`src/rtl/tc_pkg.sv`:
```
// -----------------------------------------------------------------------------
// tc_pkg -- shared definitions for the multi-channel timer/counter (tc_multi).
//
// Contents:
//   tc_state_e      per-channel FSM state (IDLE, LOAD, CNT, INT)
//   OFF_*           register word offsets inside a channel's 16-byte window
//   CTRL_*          bit positions inside the CTRL register
//   ch_bits()       width of the channel-index field of the word address
// -----------------------------------------------------------------------------
package tc_pkg;

  typedef enum logic [1:0] {
    ST_IDLE = 2'd0,
    ST_LOAD = 2'd1,
    ST_CNT  = 2'd2,
    ST_INT  = 2'd3
  } tc_state_e;

  localparam logic [1:0] OFF_CTRL   = 2'd0;
  localparam logic [1:0] OFF_PRESET = 2'd1;
  localparam logic [1:0] OFF_COUNT  = 2'd2;
  localparam logic [1:0] OFF_STATUS = 2'd3;

  localparam int CTRL_EN        = 0;
  localparam int CTRL_MODE      = 1;
  localparam int CTRL_IM        = 3;
  localparam int CTRL_CASC      = 4;
  localparam int CTRL_PRESC_LSB = 8;

  // A single channel still gets a one-bit index so the decode stays uniform.
  function automatic int ch_bits(input int n);
    return (n > 1) ? $clog2(n) : 1;
  endfunction

endpackage

```
`src/rtl/tc_channel.sv`:
```
// -----------------------------------------------------------------------------
// tc_channel -- one timer channel: CTRL/PRESET/COUNT/STATUS registers,
// IDLE/LOAD/CNT/INT state machine, prescaler and sticky interrupt pending.
//
// Parameters:
//   CNT_W    counter/preset width (8..32)
//   PRE_W    prescaler field width
//   CASC_OK  1: the CASC bit is implemented and selects casc_in as tick source
//
// Ports:
//   clk      system clock
//   rst_n    asynchronous active-low reset
//   we       write strobe, already qualified with this channel's index
//   offset   register word offset within the channel window
//   din      write data
//   casc_in  one-cycle INT-entry pulse from the previous channel
//   rdata    combinational read data of the register selected by offset
//   irq      pend & IM
//   int_evt  high for the single cycle the channel spends in INT
// -----------------------------------------------------------------------------
module tc_channel
  import tc_pkg::*;
#(
  parameter int CNT_W   = 32,
  parameter int PRE_W   = 8,
  parameter bit CASC_OK = 1'b0
) (
  input  logic        clk,
  input  logic        rst_n,
  input  logic        we,
  input  logic [1:0]  offset,
  input  logic [31:0] din,
  input  logic        casc_in,
  output logic [31:0] rdata,
  output logic        irq,
  output logic        int_evt
);

  tc_state_e          state;
  logic               en;
  logic               mode;
  logic               im;
  logic               casc;
  logic               pend;
  logic [PRE_W-1:0]   presc;
  logic [PRE_W-1:0]   pcnt;
  logic [CNT_W-1:0]   preset;
  logic [CNT_W-1:0]   count;

  logic wr_ctrl;
  logic wr_preset;
  logic wr_status;
  logic en_nxt;
  logic use_casc;
  logic pre_hit;
  logic tick;

  assign wr_ctrl   = we && (offset == OFF_CTRL);
  assign wr_preset = we && (offset == OFF_PRESET);
  assign wr_status = we && (offset == OFF_STATUS);

  // IDLE looks at the value EN takes at this edge so that LOAD follows the
  // enabling write directly.
  assign en_nxt   = wr_ctrl ? din[CTRL_EN] : en;
  assign use_casc = CASC_OK && casc;

  // >= rather than == so that lowering PRESC below the running prescale
  // count mid-period does not cost a full wrap of the counter.
  assign pre_hit = (pcnt >= presc);
  assign tick    = use_casc ? casc_in : pre_hit;

  assign irq     = pend & im;
  assign int_evt = (state == ST_INT);

  // NOTE: all state here is updated with non-blocking assignments so every
  // branch reads the pre-edge values; later assignments in the block (pend
  // set after the STATUS clear) deliberately override earlier ones.
  always_ff @(posedge clk or negedge rst_n) begin
    if (!rst_n) begin
      state  <= ST_IDLE;
      en     <= 1'b0;
      mode   <= 1'b0;
      im     <= 1'b0;
      casc   <= 1'b0;
      pend   <= 1'b0;
      presc  <= '0;
      pcnt   <= '0;
      preset <= '0;
      count  <= '0;
    end else begin
      if (wr_ctrl) begin
        en    <= din[CTRL_EN];
        mode  <= din[CTRL_MODE];
        im    <= din[CTRL_IM];
        casc  <= CASC_OK ? din[CTRL_CASC] : 1'b0;
        presc <= din[CTRL_PRESC_LSB +: PRE_W];
      end

      if (wr_preset) begin
        preset <= din[CNT_W-1:0];
      end

      if (wr_status && din[0]) begin
        pend <= 1'b0;
      end

      case (state)
        ST_IDLE: begin
          if (en_nxt) begin
            state <= ST_LOAD;
          end
        end

        ST_LOAD: begin
          count <= preset;
          pcnt  <= '0;
          state <= ST_CNT;
        end

        ST_CNT: begin
          if (!en) begin
            state <= ST_IDLE;
          end else begin
            if (!use_casc) begin
              pcnt <= pre_hit ? '0 : pcnt + PRE_W'(1);
            end
            if (tick) begin
              // COUNT of 0 or 1 both finish on this tick, so PRESET=0
              // behaves like PRESET=1.
              if (count > CNT_W'(1)) begin
                count <= count - CNT_W'(1);
              end else begin
                count <= '0;
                pend  <= 1'b1;
                state <= ST_INT;
              end
            end
          end
        end

        ST_INT: begin
          if (mode) begin
            state <= ST_LOAD;
          end else begin
            // A CTRL write on this same edge has already decided EN.
            if (!wr_ctrl) begin
              en <= 1'b0;
            end
            state <= ST_IDLE;
          end
        end

        default: state <= ST_IDLE;
      endcase
    end
  end

  // NOTE: rdata gets a default before the case so no path leaves it
  // unassigned and no latch is inferred.
  always_comb begin
    rdata = '0;
    case (offset)
      OFF_CTRL: begin
        rdata[CTRL_EN]                   = en;
        rdata[CTRL_MODE]                 = mode;
        rdata[CTRL_IM]                   = im;
        rdata[CTRL_CASC]                 = casc;
        rdata[CTRL_PRESC_LSB +: PRE_W]   = presc;
      end
      OFF_PRESET: rdata[CNT_W-1:0] = preset;
      OFF_COUNT:  rdata[CNT_W-1:0] = count;
      OFF_STATUS: rdata[0]         = pend;
      default:    rdata            = '0;
    endcase
  end

  // Write-data bits outside the implemented fields are intentionally dropped.
  logic unused_din;
  assign unused_din = ^din;

endmodule

```
`src/rtl/tc_multi.sv`:
```
// -----------------------------------------------------------------------------
// tc_multi -- NUM_CH independent down-counting timers behind one word-
// addressed register window (4 words / 16 bytes per channel).
//
// Optional feature: define TC_CASCADE_EN to let channel i>0 count INT events
// of channel i-1 (CTRL.CASC=1). Without it CASC is not stored and reads 0.
//
// Parameters:
//   NUM_CH   number of channels (1..8)
//   CNT_W    counter/preset width (8..32)
//   PRE_W    prescaler field width
//
// Ports:
//   clk      system clock
//   reset    asynchronous active-low reset
//   Addr     word address [31:2]; channel = Addr[CH_BITS+3:4], word = Addr[3:2]
//   WE       write enable
//   Din      write data
//   Dout     combinational read data (0 for channel index >= NUM_CH)
//   IRQ      per-channel interrupt (pend & IM)
//   IRQ_any  OR of IRQ
// -----------------------------------------------------------------------------
module tc_multi
  import tc_pkg::*;
#(
  parameter int NUM_CH = 2,
  parameter int CNT_W  = 32,
  parameter int PRE_W  = 8
) (
  input  logic              clk,
  input  logic              reset,
  input  logic [31:2]       Addr,
  input  logic              WE,
  input  logic [31:0]       Din,
  output logic [31:0]       Dout,
  output logic [NUM_CH-1:0] IRQ,
  output logic              IRQ_any
);

  localparam int CH_BITS = ch_bits(NUM_CH);

`ifdef TC_CASCADE_EN
  localparam bit CASC_EN = 1'b1;
`else
  localparam bit CASC_EN = 1'b0;
`endif

  logic [CH_BITS-1:0] ch_idx;
  logic [1:0]         offset;
  logic [31:0]        rdata [NUM_CH];
  logic [NUM_CH-1:0]  int_evt;
  logic [NUM_CH-1:0]  casc_in;

  assign ch_idx = Addr[CH_BITS+3:4];
  assign offset = Addr[3:2];

  for (genvar gi = 0; gi < NUM_CH; gi++) begin : g_ch
    if (gi == 0) begin : g_first
      assign casc_in[gi] = 1'b0;
    end else begin : g_chain
      assign casc_in[gi] = int_evt[gi-1];
    end

    tc_channel #(
      .CNT_W   (CNT_W),
      .PRE_W   (PRE_W),
      .CASC_OK (CASC_EN && (gi > 0))
    ) u_ch (
      .clk     (clk),
      .rst_n   (reset),
      .we      (WE && (ch_idx == CH_BITS'(gi))),
      .offset  (offset),
      .din     (Din),
      .casc_in (casc_in[gi]),
      .rdata   (rdata[gi]),
      .irq     (IRQ[gi]),
      .int_evt (int_evt[gi])
    );
  end

  // Indices with no matching channel fall through to the zero default.
  always_comb begin
    Dout = '0;
    for (int i = 0; i < NUM_CH; i++) begin
      if (ch_idx == CH_BITS'(i)) begin
        Dout = rdata[i];
      end
    end
  end

  assign IRQ_any = |IRQ;

  // Upper address bits are decoded by the Bridge; the last channel's INT
  // event has no successor to cascade into.
  logic unused_top;
  assign unused_top = ^{Addr[31:CH_BITS+4], int_evt[NUM_CH-1]};

endmodule

```
`config.mk`:
```
export PLATFORM = sky130hd
export DESIGN_NAME = tc_multi
export DESIGN_NICKNAME = d
export VERILOG_FILES = /design/src/rtl/tc_pkg.sv /design/src/rtl/tc_channel.sv /design/src/rtl/tc_multi.sv
export SDC_FILE = /design/constraint.sdc
export NUM_CORES = 1
export LEC_CHECK = 0
export CORE_MARGIN = 2
export CORE_UTILIZATION = 53
export DETAILED_ROUTE_END_ITERATION = 7
export PLACE_DENSITY = 0.86
export SKIP_LAST_GASP = 1
export SYNTH_ARGS = -nofsm -noshare
export SYNTH_HDL_FRONTEND = slang
export SYNTH_SLANG_ARGS = --single-unit
```
`constraint.sdc`:
```
create_clock -name clk -period 2.75 [get_ports clk]
set_input_delay 0.55 -clock clk [delete_from_list [all_inputs] [get_ports clk]]
set_output_delay 0.55 -clock clk [all_outputs]
set_load 0.02 [all_outputs]
```
# Yosys cells after proc, flatten, opt, wreduce, memory -nomap -nowiden
# Index checks and enable logic that the tools add are counted.
[totals]
regBits = 172
wordCells = 129
[op_classes]
addsub = 4
order_cmp = 4
n_eq_ne = 19
mux = 59
bitwise_logic = 3
n_reduce_logical = 22
[ops]
columns = ["cell", "count"]
rows = [
  ["2-to-1 mux 32 bit", 7],
  ["one-hot mux 32 bit (2 select lines)", 2],
  ["greater-than comparator 32 x 1 -> 1 bit (second input constant)", 2],
  ["one-hot mux 16 bit (2 select lines)", 2],
  ["subtractor 32 x 1 -> 32 bit (second input constant)", 2],
  ["one-hot mux 8 bit (3 select lines)", 2],
  ["2-to-1 mux 8 bit", 4],
  ["one-hot mux 8 bit (2 select lines)", 2],
  ["2-to-1 mux 1 bit", 20],
  ["adder 8 x 1 -> 8 bit (second input constant)", 2],
  ["greater-or-equal comparator 8 bit", 2],
  ["2-to-1 mux 2 bit", 8],
  ["one-hot mux 2 bit (4 select lines)", 2],
  ["equality test 2 bit (second input constant)", 6],
  ["inequality test 2 x 1 -> 1 bit (second input constant)", 6],
  ["inequality test 3 bit (second input constant)", 4],
  ["one-hot mux 2 bit (3 select lines)", 2],
  ["one-hot mux 3 bit (2 select lines)", 2],
  ["AND reduction 3 bit", 4],
  ["logical AND 1 bit", 10],
  ["one-hot mux 1 bit (4 select lines)", 2],
  ["equality test 2 x 1 -> 1 bit (second input constant)", 3],
  ["zero test 2 bit", 3],
  ["one-hot mux 1 bit (3 select lines)", 2],
  ["other kinds (6)", 10],
]

# Logic depth before layout (Yosys ltp)
# Gate-level depths: netlist (run 1).
[logic_depth]
word_depth = 9
depth_mapped = 10
mapped_depth_nobuf = 8

# Hierarchy
# A second synthesis (run 1) with hierarchy kept.
[unflattened]
hier_cells = 1081
hier_area_um2 = 10662.7
[by_module_without_submodules]
columns = ["mod", "n_inst", "cells_per_inst", "area_each_um2", "seq_area_each_um2"]
rows = [
  ["tc_channel (g_ch[1].u_ch)", 1, 528, 5107.4, 2152.1],
  ["tc_channel (g_ch[0].u_ch)", 1, 513, 5001.0, 2152.1],
  ["tc_multi", 1, 40, 554.3, 0.0],
]

# Least setup slack after synthesis (run 1)
# Ideal clock, no wire load.
[synth_path]
path_kind = "input port to output port"
startpoint = "in Addr[2] (netlist bit)"
endpoint = "out Dout[10]"
arrival_ns = 2.330
required_ns = 2.200
slack_ns = -0.130
cell_stages = 7
path_buffers = 3
cell_sequence = "inv_1 > ha_1 > clkbuf_1 > buf_1 > buf_1 > nand2_1 > a311oi_1"
[synth_via]
elab_chain_len = 3
elab_cells_between_ends = 6
cone_classes = "eq/ne: 2; mux: 3; reduce/logical: 1"
[synth_rtl]
columns = ["item", "line_no", "text"]
rows = [
  ["start: declaration", "tc_multi.sv:32", "input logic [31:2] Addr,"],
  ["equality test 2 bit, or another cell as far along", "tc_channel.sv:162", "case (offset)"],
  ["one-hot mux 8 bit (3 select lines)", "tc_channel.sv:162", ""],
  ["2-to-1 mux 32 bit *", "tc_multi.sv:85", "if (ch_idx == CH_BITS'(i)) begin"],
  ["end: declaration", "tc_multi.sv:35", "output logic [31:0] Dout,"],
]
# Mark *: on every way between the ends. The rest lies on a longest branch, timed or not.

# Worst setup path in the final report (run 1)
[layout_path]
startpoint = "reg g_ch[1].u_ch.count[6]"
endpoint = "reg g_ch[1].u_ch.count[9]"
[layout_via]
elab_chain_len = 5
elab_cells_between_ends = 6
cone_classes = "add/sub: 1; order compare: 1; mux: 4"
[layout_rtl]
columns = ["item", "line_no", "text"]
rows = [
  ["start: declaration", "tc_channel.sv:48", "logic [CNT_W-1:0] count;"],
  ["start signal: assignment", "tc_channel.sv:115", "count <= preset;"],
  ["start signal: assignment", "tc_channel.sv:131", "count <= count - CNT_W'(1);"],
  ["subtractor 32 x 1 -> 32 bit or greater-than comparator 32 x 1 -> 1 bit (tied branches)", "tc_channel.sv:131, tc_channel.sv:130", ""],
  ["2-to-1 mux 32 bit *", "tc_channel.sv:130", "if (count > CNT_W'(1)) begin"],
  ["2-to-1 mux 32 bit *", "tc_channel.sv:127", "if (tick) begin"],
  ["2-to-1 mux 32 bit *", "tc_channel.sv:121", "if (!en) begin"],
  ["one-hot mux 32 bit (2 select lines) *", "tc_channel.sv:107", "case (state)"],
]
# Mark *: on every way between the ends. The rest lies on a longest branch, timed or not. The select of a mux whose other input is x is not followed.
# A chain may end at the register's enable or synchronous reset.

==> results of run 1 <==
-- registers in the layout, summed over array words and instances, names as in the netlist --
name and cells:
g_ch.u_ch.preset 64, g_ch.u_ch.state 4, g_ch.u_ch.mode 2, g_ch.u_ch.en 2, g_ch.u_ch.count 64, g_ch.u_ch.im 2
g_ch.u_ch.pend 2, g_ch.u_ch.presc 16, g_ch.u_ch.pcnt 16
-- worst max path at each step --
stage,startpoint,endpoint,slack (ns),cells after the start
final,g_ch[1].u_ch.count[6],g_ch[1].u_ch.count[9],-0.05,8
after CTS,g_ch[1].u_ch.count[6],g_ch[1].u_ch.count[9],0.001,8
after global placement,Addr[2],Dout[16],-0.65,8
after floorplan,Addr[2],Dout[10],0.06,7
after global routing,g_ch[1].u_ch.count[6],g_ch[1].u_ch.count[9],-0.09,8
after detailed placement,Addr[3],Dout[16],-0.71,8
-- worst max-delay path, cell delays in order (launching register included) --
cell	delay, ns
dfrtp_1	0.40
or4_4	0.55
buf_4	0.17
or4_4	0.50
nor3_4	0.25
a21oi_2	0.13
buf_6	0.19
a32o_1	0.26
a22o_1	0.23
-- cell usage in the layout (no fill, tap or decap), types with 36 or more instances in the layout --
cell / synthesis / layout
a22o_1: 39 / 39
buf_4: 2 / 100
o21ai_0: 62 / 62
a22oi_1: 39 / 39
nor2_1: 53 / 53
dfrtp_1: 172 / 172
nand2_1: 68 / 68
clkdlybuf4s50_1: 0 / 36
inv_1: 42 / 40
mux2_2: 84 / 84
-- per-stage QoR --
step                setup slack [ns]   util  cell area (sq um)
global placement              -0.647  0.641              12100
global route                 -0.0896  0.684              12900
floorplan                     0.0589      -              10300
finish                       -0.0518  0.684              12900
detailed placement            -0.706  0.641              12100
CTS                          0.00122  0.680              12800
-- metal layers --
| metal | track usage | up-vias |
|---|---|---|
| met3 | 0.0664 | 171 |
| met2 | 0.524 | 763 |
| met1 | 0.461 | 4877 |
| li1 | - | 4362 |
| met5 | 0 | - |
| met4 | 0.133 | 0 |
-- what timing repair did --
action / in CTS / in global routing
pin swaps: 2 / 5
gates resized for setup: 143 / 30
setup buffers: 0 / 4
hold endpoints to repair: 0 / 0
endpoints found under the setup margin: 39 / 49
cloned: 1 / 2
-- final cells by class --
type                    count  area (sq um)  share of cell area
clock buffers              18           439              0.0340
clock inverters            14           148              0.0114
inverters                  42           158              0.0122
multi-input cells         767          5760               0.446
flip-flops and latches    172          4300               0.333
well taps                 260           325              0.0252
repair buffers            193          1780               0.138
-- power by group through the flow --
stage / Clock (mW) / Combinational, mW / Sequential (mW)
floorplan: 0 / 3.73 / 3.98
global placement: 0 / 5.51 / 4.27
detailed placement: 0 / 5.70 / 4.30
CTS: 2.43 / 5.79 / 4.27
global route: 2.55 / 6.58 / 4.41
finish: 2.44 / 6.10 / 4.35
-- kinds of logic (layout without fill, tap and decap cells) --
family          Yosys count  in the layout  share of synthesized area
compound gates          352            352                      0.249
fa+ha+maj                36             36                     0.0438
buf+inv                 116            267                     0.0455
flops                   172            172                      0.419
mux                      85             85                     0.0942
simple gates            293            294                      0.149
==> flow_metrics.py, run 1 <==
metrics = {
    "clocking": {
        "clock_path_buffers": 2,
        "cts_buffers": 17,
        "path_clk_slew_ns": 0.08,
        "cts_tree": "done",
        "h-tree-depth": 4,
        "cts_hold_buf": 0,
        "numClockSinks": 172,
        "clk_latency_ns": 0.45,
        "cts_root_buf": "clkbuf_16",
    },
    "synthesis": {
        "yosys.cell_types.count": 71,
        "synth_top_area_frac": 0.419,
        "seq_area_frac_synth": 0.419,
        "syn_nets": 1155,
        "avgSynthCellArea_sq_um": 9.76,
        "synth_edf_count": 0,
        "yosys_warnings": 0,
        "syn_inst": 1054,
        "ys_ff_latch": 172,
        "synth_common_cells": "dfrtp_1, mux2_2, nand2_1, o21ai_0, clkbuf_1",
        "yosysTopAreaCell": "dfrtp_1",
        "synth.most_common_cell": "dfrtp_1",
        "syn_area_sq_um": 10300,
        "ys.flop_type": "dfrtp_1",
        "synth.area.top_cells": "dfrtp_1, mux2_2, ha_1",
        "ys_async_sr_fraction": 1.00,
    },
    "pwr": {
        "power_density_nw_per_um2": 998,
        "share_seq_of_total_power": 0.338,
        "total_power_mw": 12.9,
        "ir_drop_mv": 0.609,
        "p_clk_frac": 0.189,
        "power_frac_comb": 0.473,
        "netSwitchingFraction": 0.443,
        "intPower_mw": 7.18,
        "power.switching_mw": 5.71,
        "power.leakage_nw": 5.40,
    },
    "die": {
        "chipWidth_microns": 143,
        "dieHeight_microns": 143,
        "initial_core_util": 0.544,
        "ios": 100,
        "rows": 50,
        "die-area_sq_um": 20500,
        "core_area_sq_um": 18900,
    },
    "drt": {
        "drt-met1-wl_mm": 13.3,
        "vias": 10173,
        "route.met2.wl_mm": 15.7,
        "vias_per_cell": 6.94,
        "met3_length_mm": 3.68,
        "dr.pass1.iters": 7,
        "top_layer": "met4",
        "ant_nets": 0,
        "routed_wl_mm": 34.2,
        "wire_per_inst_microns": 23.3,
        "drtIter0Drc": 1581,
        "drc": 0,
    },
    "global_routing": {
        "grt_pass1_vias": 9616,
        "grt_pass1_wl_mm": 53.1,
        "grt_max_degree": 76,
        "grt_usage": 0.335,
        "antenna_found_initial": 0,
        "grt-ovfl-total": 0,
    },
    "flow_run": {
        "cap_violations": 0,
    },
    "placement": {
        "dp.cells": 1427,
        "place_hpwl_mm": 24.0,
        "gp_congestion": 1.01,
        "io_buffers": 72,
    },
    "sta": {
        "setup_viol": 8,
        "hold_violations": 0,
        "setup_slack_ns": -0.0518,
        "grt_setup_unrepaired": "yes",
        "max_freq_ghz": 0.357,
        "whs_ns": 0.136,
        "fin_crit_ns": 2.80,
        "fin_skew_ns": 0.00951,
        "finalCritPeriodShare": 1.02,
        "maxSlewHeadroom": 0.407,
        "final_max_slew_viol_count": 0,
        "tns_ns": -0.179,
        "tightest_slew_ns": 0.887,
    },
    "worst_setup_path": {
        "r2r_setup_slack_ns": -0.05,
        "r2r_start": "g_ch[1].u_ch.count[6]",
        "start_kind": "flop",
        "end_kind": "flop",
        "r2r_end": "g_ch[1].u_ch.count[9]",
        "reg2regPathDepth": 8,
        "critPathKind": "reg2reg",
        "crit_fanout": 7,
        "critPathRequiredTime_ns": 3.09,
        "worst_ep_arrival_time_ns": 3.14,
    },
    "cells_and_area": {
        "diodes": 0,
        "drive_gt1_frac": 0.275,
        "finalNonFillerCells": 1466,
        "nets": 1294,
        "synthToLayoutAreaGrowth_pct": 25.7,
        "num-fill-cells": 1377,
    },
    "run_status": {
        "status": "finished with violations",
        "violations": "negative setup slack",
    },
    "worst_hold_path": {
        "worst_hold_path_type": "in2async",
    },
}
Note: power is estimated with default switching activity, not from simulation.
==> inputs of run 2 (changes only) <==
--- a/config.mk
+++ b/config.mk
@@ -14,2 +14,3 @@
 export SYNTH_HDL_FRONTEND = slang
 export SYNTH_SLANG_ARGS = --single-unit
+export TNS_END_PERCENT = 10
==> constraint.sdc (replaced) <==
create_clock -name clk -period 2.75 [get_ports clk]
set_input_delay 0.55 -clock clk [delete_from_list [all_inputs] [get_ports clk]]
set_output_delay 0.55 -clock clk [all_outputs]
set_load 0.005 [all_outputs]
==> flow_metrics.py, run 2 (synthesis results as in run 1) <==
metrics = {
    "cells_and_area": {
        "finalNonFillerCells": 1467,
        "synthToLayoutAreaGrowth_pct": 25.8,
        "layout_common_cells": "dfrtp_1, buf_4, mux2_2",
        "utilization": 0.685,
        "final_common_cell": "dfrtp_1",
        "reg_top3": "g_ch.u_ch.count: 64 flops, g_ch.u_ch.preset: 64 flops",
        "diodes": 0,
        "drive_gt1_frac": 0.236,
        "nets": 1295,
    },
    "sta": {
        "fin_crit_ns": 2.86,
        "grt_setup_unrepaired": "yes",
        "final_max_slew_viol_count": 0,
        "max_freq_ghz": 0.350,
        "setup_slack_ns": -0.107,
        "hold_violations": 0,
        "setup_viol": 18,
        "maxSlewHeadroom": 0.459,
        "tns_ns": -1.01,
        "fin_skew_ns": 0.0107,
        "finalCritPeriodShare": 1.04,
        "tightest_slew_ns": 0.808,
    },
    "worst_setup_path": {
        "r2r_start": "g_ch[0].u_ch.pcnt[2]",
        "r2r_end": "g_ch[0].u_ch.count[23]",
        "end_kind": "primary output",
        "critPathKind": "in2out",
        "reg2regPathDepth": 7,
        "start_kind": "primary input",
        "worst_ep_arrival_time_ns": 2.31,
        "crit_fanout": 20,
        "r2r_setup_slack_ns": -0.06,
        "crit_end": "Dout[27]",
        "critPathRequiredTime_ns": 2.20,
        "critPathLaunch": "Addr[3]",
    },
    "die": {
        "initial_core_util": 0.544,
        "rows": 50,
        "dieHeight_microns": 143,
        "die-area_sq_um": 20500,
        "chipWidth_microns": 143,
        "ios": 100,
        "core_area_sq_um": 18900,
    },
    "worst_hold_path": {
        "worst_hold_path_type": "in2async",
    },
    "pwr": {
        "power.leakage_nw": 5.41,
        "total_power_mw": 12.9,
        "ir_drop_mv": 0.588,
        "power_density_nw_per_um2": 1000,
    },
    "clocking": {
        "numClockSinks": 172,
        "h-tree-depth": 4,
        "cts_buffers": 17,
        "clk_latency_ns": 0.45,
        "path_clk_slew_ns": 0.07,
        "clock_path_buffers": 2,
        "cts_tree": "done",
        "cts_hold_buf": 0,
        "cts_root_buf": "clkbuf_16",
    },
    "global_routing": {
        "grt_usage": 0.345,
        "grt_pass1_wl_mm": 54.3,
        "antenna_found_initial": 0,
        "grt_pass1_vias": 9945,
        "grt-ovfl-total": 0,
        "grt_max_degree": 58,
    },
    "drt": {
        "drc": 0,
        "ant_nets": 0,
        "vias_per_cell": 7.02,
        "dr.pass1.iters": 7,
        "routed_wl_mm": 35.0,
        "drtIter0Drc": 1410,
        "vias": 10305,
        "wire_per_inst_microns": 23.9,
    },
    "run_status": {
        "violations": "negative setup slack",
        "status": "finished with violations",
    },
    "flow_run": {
        "cap_violations": 0,
    },
    "placement": {
        "place_hpwl_mm": 24.0,
        "dp.cells": 1427,
        "io_buffers": 72,
        "gp_congestion": 0.984,
    },
}
-- run 2: cell types whose count changed in the layout (fill, tap and decap cells not counted), sizes merged --
cell / delta
dlygate4sd2: +2
clkinvlp: -1
clkdlybuf4s15: -18
dlymetal6s2s: +2
clkdlybuf4s18: -1
inv: -4
nand2: -1
clkdlybuf4s50: +27
buf: -8
bufinv: +3
-- run 2: repair_timing --
action | 4_1_cts | 5_1_grt
pin swaps | 5 | 4
gates cloned | 2 | 0
buffers inserted | 5 | 1
endpoints found under the setup margin | 36 | 75
resized for setup | 26 | 27
-- run 2: through the flow --
stage / setup WS, ns / cell area [sq um] / hold slack [ns]
after floorplan: 0.0652 / 10300 / 0.254
after global placement: -0.676 / 12000 / 0.512
after detailed placement: -0.706 / 12000 / 0.525
after CTS: -0.199 / 12800 / 0.0869
after global routing: -0.102 / 12900 / 0.102
final: -0.107 / 12900 / 0.0596
-- run 2: area by class of cell --
class | instances | area (sq um)
Inverter | 42 | 163
Clock inverter | 12 | 159
Sequential cell | 172 | 4300
Multi-Input combinational cell | 766 | 5660
Fill cell | 1356 | 5960
Tap cell | 260 | 325
Clock buffer | 20 | 467
Timing Repair Buffer | 195 | 1860
-- run 2: power by group --
| group | total (mW) | switching [mW] | leakage, nW | internal [mW] |
|---|---|---|---|---|
| clock | 2.62 | 1.11 | 0.309 | 1.51 |
| sequential | 4.32 | 0.977 | 2.13 | 3.34 |
| combinational | 6.00 | 3.36 | 2.97 | 2.64 |
-- run 2: per-layer routing --
layer  vias to the layer above  track usage  wire, microns
met5                         -            0              0
met4                         0        0.153           1560
met3                       166       0.0748           4050
met2                       808        0.547          16100
met1                      4979        0.457          13300
li1                       4352            -              -
-- run 2: worst min-delay path by stage --
stage,start,to,cells after the start
final,reset,g_ch[1].u_ch.pcnt[4],1
after global routing,reset,g_ch[1].u_ch.pcnt[5],1
after CTS,reset,g_ch[1].u_ch.pcnt[4],1
after detailed placement,g_ch[1].u_ch.im,g_ch[1].u_ch.im,1
after global placement,g_ch[0].u_ch.preset[26],g_ch[0].u_ch.count[26],2
after floorplan,reset,g_ch[0].u_ch.count[0],0
-- run 2: worst max-delay path: stages --
cell	delay, ns
buf_6	0.11
inv_4	0.07
ha_4	0.15
buf_12	0.11
buf_12	0.16
a221oi_1	0.11
a211oi_1	0.34
buf_4	0.17
clkdlybuf4s50_1	0.52
==> RTL change 1: new RTL, settings of run 2 <==
`PRE_W` is set to 8 in 2 places; all go to 10.
--- a/src/rtl/tc_channel.sv
+++ b/src/rtl/tc_channel.sv
@@ -23,5 +23,5 @@
 #(
   parameter int CNT_W   = 32,
-  parameter int PRE_W   = 8,
+  parameter int PRE_W   = 10,
   parameter bit CASC_OK = 1'b0
 ) (
--- a/src/rtl/tc_multi.sv
+++ b/src/rtl/tc_multi.sv
@@ -26,5 +26,5 @@
   parameter int NUM_CH = 2,
   parameter int CNT_W  = 32,
-  parameter int PRE_W  = 8
+  parameter int PRE_W  = 10
 ) (
   input  logic              clk,
Formal check against the unedited RTL: not equivalent (a bounded check fails within 4 cycles, from zero or initial values and one cycle with reset low).
==> RTL change 1 against run 2 <==
The run still ends with negative setup slack left. Sequential share of layout area up 1.1 points. Total power down 5.0%. Worst hold slack better by 0.0086 ns. Routed wire length down 0.41%. Sequential cell count up 8. Design area up 1.4%. Area after synthesis up 2.8%. First-iteration DRC count up 6.0%. Setup slack worse by 0.039 ns. Register-to-register slack worse by 0.08 ns. Critical endpoint is now Dout[0].
==> RTL change 1: results (changes against run 2) <==
Outcome
  – Outcome: finished, violations left (unchanged)
  – Violated checks: negative setup slack (unchanged)

Cells and area
  – Number of non-clock buffers in the layout: 167 (was 195)
  – Fill count: 1330 (was 1356)
  – Layout Nets: 1323 (was 1295)
  – Share of cells above drive strength 1: 0.2169 (was 0.2361)
  – Multi-input gates: 810 (was 766)
  – Clk tree area frac: 0.04686 (was 0.04836)
  – Non-clk buf share: 0.1301 (was 0.1440)
  – Register Area: 4504 sq um (was 4304 sq um)
  – Multi-input combinational area share: 0.4420 (was 0.4372)
  – Fin util: 0.6715 (was 0.6847)
  – CLK BUF: 17 (was 20)

Place
  – Dpl ws: -0.7113 ns (was -0.7062 ns)
  – Final Wtd Congestion: 0.9508 (was 0.9835)
  – Final HPWL from detailed placement: 23540 microns (was 23950 microns)

Power
  – Maximum vdd drop: 0.9960 mV (was 0.5885 mV)
  – Clock network power: 2.56 mW (was 2.62 mW)
  – Part of the power in registers: 0.381 (was 0.334)
  – Leakage power: 5.472 nW (was 5.412 nW)
  – Pwr Density: 938.0 nW/um^2 (was 1001 nW/um^2)

Routing
  – Met2 wire length: 16040 microns (was 16120 microns)
  – WL met1: 13110 microns (was 13280 microns)
  – DR iter-0 viols: 1494 (was 1410)
  – DRT Pass-1 Iters: 8 (was 7)
  – Via count: 10410 (was 10310)
  – Met3 routed WL: 3451 microns (was 4052 microns)
  – Post-DR wirelength/cell: 23.31 microns (was 23.87 microns)

Logic synthesis
  – Post-synthesis compound-gate area fraction: 0.2346 (was 0.2491)
  – Main area contributors after synthesis: dfrtp_1 (43%), mux2_2 (9.6%), ha_1 (4.7%) (was dfrtp_1 (42%), mux2_2 (9.2%), ha_1 (4.4%))
  – Synth Area in XOR/XNOR: 0.007455 (was 0)
  – Unique cell type count in the Yosys netlist: 69 (was 71)
  – Cell count after synthesis: 1100 (was 1054)
  – Mapped Nets: 1205 (was 1155)
  – Top cells by count, synth: dfrtp_1 (180), mux2_2 (90), nand2_1 (81) (was dfrtp_1 (172), mux2_2 (84), nand2_1 (68))
  – Register area share after synthesis: 0.4260 (was 0.4186)

Worst setup path
  – CP max stage delay: 0.48 ns (was 0.52 ns)
  – Slowest-stage cell, CP: mux4_2 (was clkdlybuf4s50_1)

Clock network
  – Sinks on the clock net: 180 (was 172)

Global routing
  – Largest net degree at the start of global routing: 62 (was 58)
  – Met1 Use GR: 0.4219 (was 0.4565)
  – GR Util met3: 0.05220 (was 0.07478)
  – Vias in the first global route: 9999 (was 9945)

STA
  – Final setup margin: -0.1465 ns (was -0.1070 ns)
  – Final Skew: 0.01379 ns (was 0.01072 ns)
  – Worst slew margin: 0.4857 (was 0.4591)
  – # setup viols final: 27 (was 18)

Floorplan
  – FP Rows: 51 (was 50)
==> RTL change 1: path summary, 6_finish.rpt <==
kind / cells after the start / to / startpoint / slack [ns]
min: 1 / g_ch[1].u_ch.pcnt[8]$_DFFE_PN0P_ / reset / 0.07
min reg2reg: 2 / g_ch[0].u_ch.count[9]$_DFFE_PN0P_ / g_ch[0].u_ch.preset[9]$_DFFE_PN0P_ / 0.54
min in group clk: 2 / g_ch[0].u_ch.count[9]$_DFFE_PN0P_ / g_ch[0].u_ch.preset[9]$_DFFE_PN0P_ / 0.54
max reg2reg: 7 / g_ch[0].u_ch.count[16]$_DFFE_PN0P_ / g_ch[0].u_ch.count[0]$_DFFE_PN0P_ / -0.14
max in group asynchronous: 2 / g_ch[0].u_ch.count[24]$_DFFE_PN0P_ / reset / 1.93
max: 9 / Dout[0] / Addr[3] / -0.15
==> RTL change 1: timing repair <==
action	4_1_cts	5_1_grt
setup buffers	10	0
hold buffers	0	0
endpoints found under the setup margin	32	65
pin swaps	8	2
gates resized for setup	37	11
cloned	3	0
==> RTL change 2: new RTL, config.mk and constraints of run 2 <==
Made on the original files. The 4 states of `tc_state_e` get a one-hot encoding in 4 bits.
--- a/src/rtl/tc_pkg.sv
+++ b/src/rtl/tc_pkg.sv
@@ -10,9 +10,9 @@
 package tc_pkg;
 
-  typedef enum logic [1:0] {
-    ST_IDLE = 2'd0,
-    ST_LOAD = 2'd1,
-    ST_CNT  = 2'd2,
-    ST_INT  = 2'd3
+  typedef enum logic [3:0] {
+    ST_IDLE = 4'b0001,
+    ST_LOAD = 4'b0010,
+    ST_CNT  = 4'b0100,
+    ST_INT  = 4'b1000
   } tc_state_e;
 
Function: same outputs for any inputs over 4 cycles, from zero or initial values and one cycle with reset low; so few cycles prove little.
==> RTL change 2 against run 2 <==
The flow finishes with violations (design-rule violations, negative setup slack). Final cell count is 0.82% lower. Setup slack worse by 0.038 ns. Design area is 0.62% lower. Total power is 19% lower. Non-clock buffer count is 24 lower. Highest routed layer unchanged. Die area is 1.1% higher. Core utilization is 2.0 points lower. Worst hold slack better by 0.016 ns. Area after synthesis is 1.2% higher. Sequential cell count is 4 higher. Routed wire length is 1.1% lower.
==> RTL change 2: results (changes against run 2) <==
Outcome
  – Violated checks: design-rule violations, negative setup slack (was negative setup slack)
  – Outcome: finished, violations left (unchanged)

Global routing
  – Total GRT Usage: 0.3420 (was 0.3450)
  – Vias in the first global route: 9771 (was 9945)
  – GR Util met3: 0.07517 (was 0.07478)

Routing
  – Drt drc: 9 (was 0)
  – DRT Wirelength: 34620 microns (was 35020 microns)
  – Post-DR wirelength/cell: 23.79 microns (was 23.87 microns)
  – DR iter-0 viols: 1694 (was 1410)

STA
  – Worst slew margin: 0.5031 (was 0.4591)
  – Worst hold slack: 0.07592 ns (was 0.05961 ns)
  – # setup viols final: 24 (was 18)
  – Final setup margin: -0.1454 ns (was -0.1070 ns)

Power
  – Leakage power: 5.346 nW (was 5.412 nW)

Cells and area
  – Fill count: 1386 (was 1356)
  – Non-clk buf share: 0.1297 (was 0.1440)
  – Share of cells above drive strength 1: 0.2403 (was 0.2361)
  – Clk tree area frac: 0.04389 (was 0.04836)
  – CLK BUF: 19 (was 20)

Worst setup path
  – R2R depth: 8 (was 7)
  – Crit path DAT: 2.35 ns (was 2.31 ns)
  – Worst-path maximum fanout: 4 (was 20)

Logic synthesis
  – Main area contributors after synthesis: dfrtp_1 (42%), mux2_2 (9.2%), ha_1 (3.4%) (was dfrtp_1 (42%), mux2_2 (9.2%), ha_1 (4.4%))
  – Yosys reg bits: 176 (was 172)

Place
  – Dpl ws: -0.6500 ns (was -0.7062 ns)
==> RTL change 2: logic make-up after synthesis <==
kind of cell / Yosys count / share of synthesized area
adders and majority gates: 28 / 0.03367
DFF: 176 / 0.4236
and+or+nand+nor: 274 / 0.1444
buffers and inverters: 119 / 0.04871
xor gates and xnor gates: 5 / 0.004209
muxes: 88 / 0.09609
AOI/OAI and AO/OA: 375 / 0.2493
==> RTL change 2: worst max-delay path, stage by stage <==
cell and delay [ns]:
buf_2 0.16, inv_4 0.07, ha_4 0.18, buf_4 0.13, a222oi_1 0.37, inv_1 0.08
mux4_2 0.49, dlygate4sd2_1 0.31
==> RTL change 2: through the flow <==
step           utilization  total power, mW
6_report            0.6649            10.47
3_5_place_dp        0.6169            7.770
5_1_grt             0.6649            10.96
2_1_floorplan            -            6.334
3_3_place_gp        0.6169            7.593
4_1_cts             0.6615            10.25
==> RTL change 2: repair_timing <==
item,4_1_cts,5_1_grt
pin swaps,11,5
setup endpoints to repair,32,51
buffers inserted,10,0
resized for setup,50,13
cloned,2,0
